===== src/rtl/exe_muldiv_unit.sv =====
// EXE-stage multiply/divide unit: owns architectural HI/LO, runs a fixed-latency
// multiply or a 32-step restoring divide, and stalls the pipeline while busy.
module exe_muldiv_unit #(
    parameter int unsigned MUL_CYCLES = 2
) (
    input  logic        clk,
    input  logic        resetn,
    input  logic        EXE_Flush,
    input  logic        EXE_Wr,
    input  logic [2:0]  EXE_MulDivOp,
    input  logic [31:0] EXE_BusA,
    input  logic [31:0] EXE_BusB,
    output logic [31:0] EXE_Hi,
    output logic [31:0] EXE_Lo,
    output logic        EXE_MDU_Stall
);
    localparam int unsigned XLEN  = 32;
    localparam int unsigned CNT_W = 6;
    localparam logic [CNT_W-1:0] MUL_LAST = CNT_W'(MUL_CYCLES - 1);
    localparam logic [CNT_W-1:0] DIV_LAST = CNT_W'(XLEN - 1);

    localparam logic [2:0] OP_MULT  = 3'd1;
    localparam logic [2:0] OP_MULTU = 3'd2;
    localparam logic [2:0] OP_DIV   = 3'd3;
    localparam logic [2:0] OP_DIVU  = 3'd4;
    localparam logic [2:0] OP_MTHI  = 3'd5;
    localparam logic [2:0] OP_MTLO  = 3'd6;

    typedef enum logic [1:0] {S_IDLE, S_MUL, S_DIV, S_DONE} state_t;

    state_t            state;
    logic [CNT_W-1:0]  cnt;
    // opnd_a doubles as the quotient shift register during a divide
    logic [XLEN-1:0]   opnd_a;
    logic [XLEN-1:0]   opnd_b;
    logic [XLEN-1:0]   div_rem;
    logic              mul_signed;
    logic              neg_quo;
    logic              neg_rem;

    logic is_mul;
    logic is_div;
    logic accept;

    assign is_mul = (EXE_MulDivOp == OP_MULT) || (EXE_MulDivOp == OP_MULTU);
    assign is_div = (EXE_MulDivOp == OP_DIV)  || (EXE_MulDivOp == OP_DIVU);
    assign accept = (state == S_IDLE) && (is_mul || is_div) && !EXE_Flush;
    assign EXE_MDU_Stall = accept || (state == S_MUL) || (state == S_DIV);

    // 33-bit magnitudes so that |0x80000000| is representable
    logic            sign_a;
    logic            sign_b;
    logic [XLEN:0]   mag_a;
    logic [XLEN:0]   mag_b;
    logic            unused_mag;

    assign sign_a     = (EXE_MulDivOp == OP_DIV) && EXE_BusA[XLEN-1];
    assign sign_b     = (EXE_MulDivOp == OP_DIV) && EXE_BusB[XLEN-1];
    assign mag_a      = sign_a ? -{1'b0, EXE_BusA} : {1'b0, EXE_BusA};
    assign mag_b      = sign_b ? -{1'b0, EXE_BusB} : {1'b0, EXE_BusB};
    assign unused_mag = mag_a[XLEN] ^ mag_b[XLEN];

    logic signed [2*XLEN-1:0] mul_a_ext;
    logic signed [2*XLEN-1:0] mul_b_ext;
    logic signed [2*XLEN-1:0] product;

    assign mul_a_ext = {{XLEN{mul_signed & opnd_a[XLEN-1]}}, opnd_a};
    assign mul_b_ext = {{XLEN{mul_signed & opnd_b[XLEN-1]}}, opnd_b};
    assign product   = mul_a_ext * mul_b_ext;

    // One restoring-division step: shift in the next dividend bit, trial subtract
    logic [XLEN:0]   div_shift;
    logic [XLEN-1:0] div_diff;
    logic            div_ge;
    logic [XLEN-1:0] rem_next;
    logic [XLEN-1:0] quo_next;
    logic [XLEN-1:0] quo_fix;
    logic [XLEN-1:0] rem_fix;

    assign div_shift = {div_rem, opnd_a[XLEN-1]};
    assign div_ge    = div_shift >= {1'b0, opnd_b};
    assign div_diff  = div_shift[XLEN-1:0] - opnd_b;
    assign rem_next  = div_ge ? div_diff : div_shift[XLEN-1:0];
    assign quo_next  = {opnd_a[XLEN-2:0], div_ge};
    assign quo_fix   = neg_quo ? -quo_next : quo_next;
    assign rem_fix   = neg_rem ? -rem_next : rem_next;

    always_ff @(posedge clk) begin
        if (!resetn) begin
            state      <= S_IDLE;
            cnt        <= '0;
            opnd_a     <= '0;
            opnd_b     <= '0;
            div_rem    <= '0;
            mul_signed <= 1'b0;
            neg_quo    <= 1'b0;
            neg_rem    <= 1'b0;
            EXE_Hi     <= '0;
            EXE_Lo     <= '0;
        end else if (EXE_Flush) begin
            state <= S_IDLE;
            cnt   <= '0;
        end else begin
            case (state)
                S_IDLE: begin
                    cnt <= '0;
                    if (is_mul) begin
                        opnd_a     <= EXE_BusA;
                        opnd_b     <= EXE_BusB;
                        mul_signed <= (EXE_MulDivOp == OP_MULT);
                        state      <= S_MUL;
                    end else if (is_div) begin
                        opnd_a  <= mag_a[XLEN-1:0];
                        opnd_b  <= mag_b[XLEN-1:0];
                        div_rem <= '0;
                        neg_quo <= sign_a ^ sign_b;
                        neg_rem <= sign_a;
                        state   <= S_DIV;
                    end else if (EXE_Wr && (EXE_MulDivOp == OP_MTHI)) begin
                        EXE_Hi <= EXE_BusA;
                    end else if (EXE_Wr && (EXE_MulDivOp == OP_MTLO)) begin
                        EXE_Lo <= EXE_BusA;
                    end
                end
                S_MUL: begin
                    if (cnt == MUL_LAST) begin
                        {EXE_Hi, EXE_Lo} <= product;
                        cnt              <= '0;
                        state            <= S_DONE;
                    end else begin
                        cnt <= cnt + CNT_W'(1);
                    end
                end
                S_DIV: begin
                    opnd_a  <= quo_next;
                    div_rem <= rem_next;
                    if (cnt == DIV_LAST) begin
                        EXE_Lo <= quo_fix;
                        EXE_Hi <= rem_fix;
                        cnt    <= '0;
                        state  <= S_DONE;
                    end else begin
                        cnt <= cnt + CNT_W'(1);
                    end
                end
                S_DONE: begin
                    if (EXE_Wr) begin
                        state <= S_IDLE;
                    end
                end
                default: state <= S_IDLE;
            endcase
        end
    end

endmodule

===== config.mk =====
export PLATFORM = sky130hd
export DESIGN_NAME = exe_muldiv_unit
export DESIGN_NICKNAME = d
export VERILOG_FILES = /design/src/rtl/exe_muldiv_unit.sv
export SDC_FILE = /design/constraint.sdc
export NUM_CORES = 2
export LEC_CHECK = 0
export ABC_AREA = 1
export BUFFER_PORTS_ARGS = -buffer_cell sky130_fd_sc_hd__buf_2
export CAP_MARGIN = 20
export CORE_AREA = 2 2 423 425
export CTS_CLUSTER_DIAMETER = 50
export DETAILED_ROUTE_END_ITERATION = 7
export DIE_AREA = 0 0 425 427
export REMOVE_ABC_BUFFERS = 1
export SYNTH_ARGS = -nofsm -noshare
export SYNTH_HDL_FRONTEND = slang
export SYNTH_SLANG_ARGS = --single-unit

===== constraint.sdc =====
create_clock -name clk -period 8.9 [get_ports clk]
set_input_delay 1.78 -clock clk [delete_from_list [all_inputs] [get_ports clk]]
set_output_delay 1.78 -clock clk [all_outputs]
set_load 0.05 [all_outputs]

==> results <==
- Summed over its instances, the top area cell type makes up 42.6% of the synthesized netlist area.
- The critical path is of the reg2reg type.
- Clock-pin slew was measured on the worst setup and hold paths at 90 ps.
- The overall global routing resource usage is 20.9%.
- The cell area after synthesis is 52900 sq um.
- The analysis attributes to cell leakage a power of 30.6 nW.
- Grouping stages by cell kind, the critical path spends the most delay in adder cells.
- The core box area is 177000 sq um.
- Once the floorplan was initialized, standard cells occupied 29.9% of the core.
- After Yosys synthesis, full adders, half adders and majority gates account for 48.6% of the synthesized area.
- The vias after detailed routing is 45596.
- The biggest area contributor in the post-synthesis netlist is fa_1.
- Setup slack on the critical path of the routed design comes to 247 ps.
- The accumulated negative setup slack is 0 ps.
- In this run the remaining antenna-violating nets after routing total 0.
- Counting I/O delays and the setup requirement, the final critical path takes 8650 ps.
- Setup repair after global routing left no endpoint under its margin.
- The via density per instance is 4.79.
- In this design, the stage delay of the slowest critical-path cell is 1020 ps.
- The path class of the tightest hold or removal check is reg2reg.
- The synthesized netlist devotes 7.22% of its cell area to compound gates.
- Entering global routing, the biggest net connects 76 pins.
- By instance count, the leading cell after synthesis is nand2_1.
- The final layout contains routed wiring with a total length of 188000 um.
- The endpoint required time on the critical path is 9280 ps.
- The post-synthesis xor/xnor area fraction is 1.57%.
- The async set-or-reset flop fraction in the synthesized netlist is 0%.
- Static timing analysis puts the maximum clock frequency at 116 MHz.
- Power spread over the standard cell area amounts to 87.3 nW/um^2.
- The startpoint of the most critical setup path is opnd_b[18]$_SDFFE_PN0P_.
- Averaged over all synthesized cells, the footprint is 7.36 sq um.
- The TritonCTS clock tree is yes.
- Among all flip-flop cells after synthesis, the most frequent one is dfxtp_1.
- Data arrives at the worst endpoint at 9040 ps.
- The number of remaining DRC errors is 0.
- The worst hold path begins at div_rem[13]$_SDFFE_PN0P_.
- The number of enable-type register cells in the synthesized netlist is 0.
- The count of buffers added on input and output ports is 135.
- After the first detailed-routing iteration, the DRC count stood at 3568.
- Between clock sinks in the finished design, the worst skew comes to 21.5 ps.
- For this block, wires on met1 add up to 75500 um.
- In this run the core area contains 155 standard-cell rows.
- The final layout contains 8594 nets.
- After detailed routing, the average wire length per cell comes to 19.7 um.
- After detailed routing, the met3 layer carries 9790 um of wire.
- Of the cells placed in the final design, the portion with a size suffix greater than 1 is 6.28%.
- Max-cap violations in this run came to 0.
- The flow ran to the end, and the final reports show no timing, DRC or antenna violations.
- The final hold violation count is 0.
- The main combinational cell family by area after synthesis is adder cells.
- The number of buffers on the longest clock path is 2.
- The tree is rooted in a clkbuf_16.
- The type of destination of the critical path is a register.
- At the end of routability-driven placement, the weighted congestion stood at 0.988.
- The floorplan step defined a die boundary enclosing 181000 sq um.
- After synthesis, the cell types taking the most area are fa_1, nand2_1, inv_1, dfxtp_1, ha_1.
- The detailed-router iteration count before antenna repair is 6.
- The slowest stage of the critical path is the dfxtp_1 cell.
- The total number of yosys warnings is 0.
- The start of the worst register-to-register path is opnd_b[18]$_SDFFE_PN0P_.
- The total CTS buffers is 17.
- The top routing layer in use is met5.
- The type of origin of the critical path is a register.
- The total half-perimeter wirelength after legalization and detailed placement is 159000 um.
- Of all nets on the critical path, the largest fanout is 20.
- The die is 427 um tall.
- Setup violations remaining at the end of the flow were counted as 0.
- The number of hold buffers added after CTS was 0.
- The share of the Yosys chip area taken by registers is 6.47%.
- The number of levels in the clock H-tree is 4.
- Detailed routing placed a total of 89800 um of wire on met2.
- The instance area at placement is 56500 sq um.
- The commonest cells after synthesis are nand2_1, inv_1, fa_1.
- The max-slew violation count is 0.
- The wire length of the first global-routing pass is 289000 um.
- The finished layout cell area is 57100 sq um.
- Among the stages of the critical path, the cell type that occurs most often is fa_1.
- Of the post-synthesis cell area, the part taken by muxes is 0%.
- The area fraction in and, or, nand and nor cells after synthesis is 20.1%.
- The synthesized flop and latch total is 171.
- Across the VDD grid, the largest voltage drop is 0.000128 V.
- The count of pins on the block boundary is 136.
- The final hold slack is 493 ps.
- The worst pin sits at a relative slew slack of 22.0%.
- The fraction of the cycle the final worst path needs is 97.2%.
- After technology mapping, the gate count stands at 7195.
- Timing analysis after detailed placement gives a worst setup slack of -101 ps.
- The number of distinct standard cells referenced by the synthesized netlist is 61.
- At the pin with the least slew margin, the transition time is 1170 ps.
- The buffer and inverter count on the worst path is 5.
- The sink count of the clock tree is 171.
- The area growth from synthesis to layout is 7.91%.
- The number of global-route vias before repair was 47323.
- From left edge to right edge, the die measures 425 um.
- The later pin in the worst-skew pair is clocked with a latency of 510 ps.
- The number of antenna violations at the first check in global routing is 13.
- Summed over all layers, the global routing overflow is 0.
-- what timing repair did --
action                     CTS  global route
gates cloned                 0             0
buffers inserted             0             0
gates resized for setup      1             4
setup endpoints to repair    1             3
-- layout make-up --
class | instances | area [sq um]
timing repair buffer | 288 | 1970
clock buffer | 17 | 425
tap | 2355 | 2950
fill | 19160 | 120000
inverter | 1870 | 7020
multi-input combinational | 4793 | 41100
sequential | 171 | 3440
clock inverter | 15 | 178
antenna | 10 | 25.0
-- sequential cells by signal, summed over array words and instances, names as in the netlist --
register    count
EXE_Hi         32
EXE_Lo         32
div_rem        32
opnd_a         32
opnd_b         32
cnt             6
state           2
mul_signed      1
neg_quo         1
neg_rem         1
-- where the power goes --
group | internal, mW | switching (mW)
clock | 0.424 | 0.419
sequential | 0.823 | 0.167
combinational | 0.971 | 2.18
-- stage by stage --
step | power (mW) | cells | util (%)
after floorplan | 2.89 | 6834 | -
after global placement | 4.10 | 9475 | 31.8
after detailed placement | 4.12 | 9477 | 31.9
after CTS | 4.98 | 9509 | 32.2
after global routing | 5.35 | 9516 | 32.2
final | 4.99 | 9519 | 32.2
-- layout by cell type (no fill, tap or decap), types with 19 or more instances in the layout --
cell,instances
nand4_1,30
fa_1,1125
o211ai_1,24
nand2_2,35
xnor2_1,39
inv_2,19
nand3b_1,23
buf_2,134
inv_1,1848
o21ai_0,254
dfxtp_1,159
nand3_1,166
a21oi_1,309
nand2_1,1861
nor2_1,368
nor3_1,47
buf_4,144
a31oi_1,35
ha_1,254
xor2_1,56
-- cell families after synthesis --
group,Yosys count
flip-flops,171
AO/OA/AOI/OAI,703
XOR/XNOR,95
AND/OR/NAND/NOR,2613
adder cells (fa/ha/maj),1382
buffers and inverters,2231
-- final timing paths --
check / endpoint / slack [ps] / cells after the start
setup reg to reg: EXE_Hi[7]$_SDFFE_PN0P_ / 250 / 26
setup / recovery: EXE_Hi[7]$_SDFFE_PN0P_ / 250 / 26
hold / removal: div_rem[13]$_SDFFE_PN0P_ / 490 / 2
hold reg to reg: div_rem[13]$_SDFFE_PN0P_ / 490 / 2
-- worst min-delay path, stage by stage (launching register included) --
cell	delay (ps)
dfxtp_1	330
nand2_1	60
a21oi_1	50
-- routing by layer --
metal / up-vias / track usage (%)
met5: - / 0
met4: 2 / 11.6
met3: 336 / 2.53
met2: 1546 / 35.3
met1: 22907 / 25.9
li1: 20805 / -
Power figures use the tool's default switching activity.
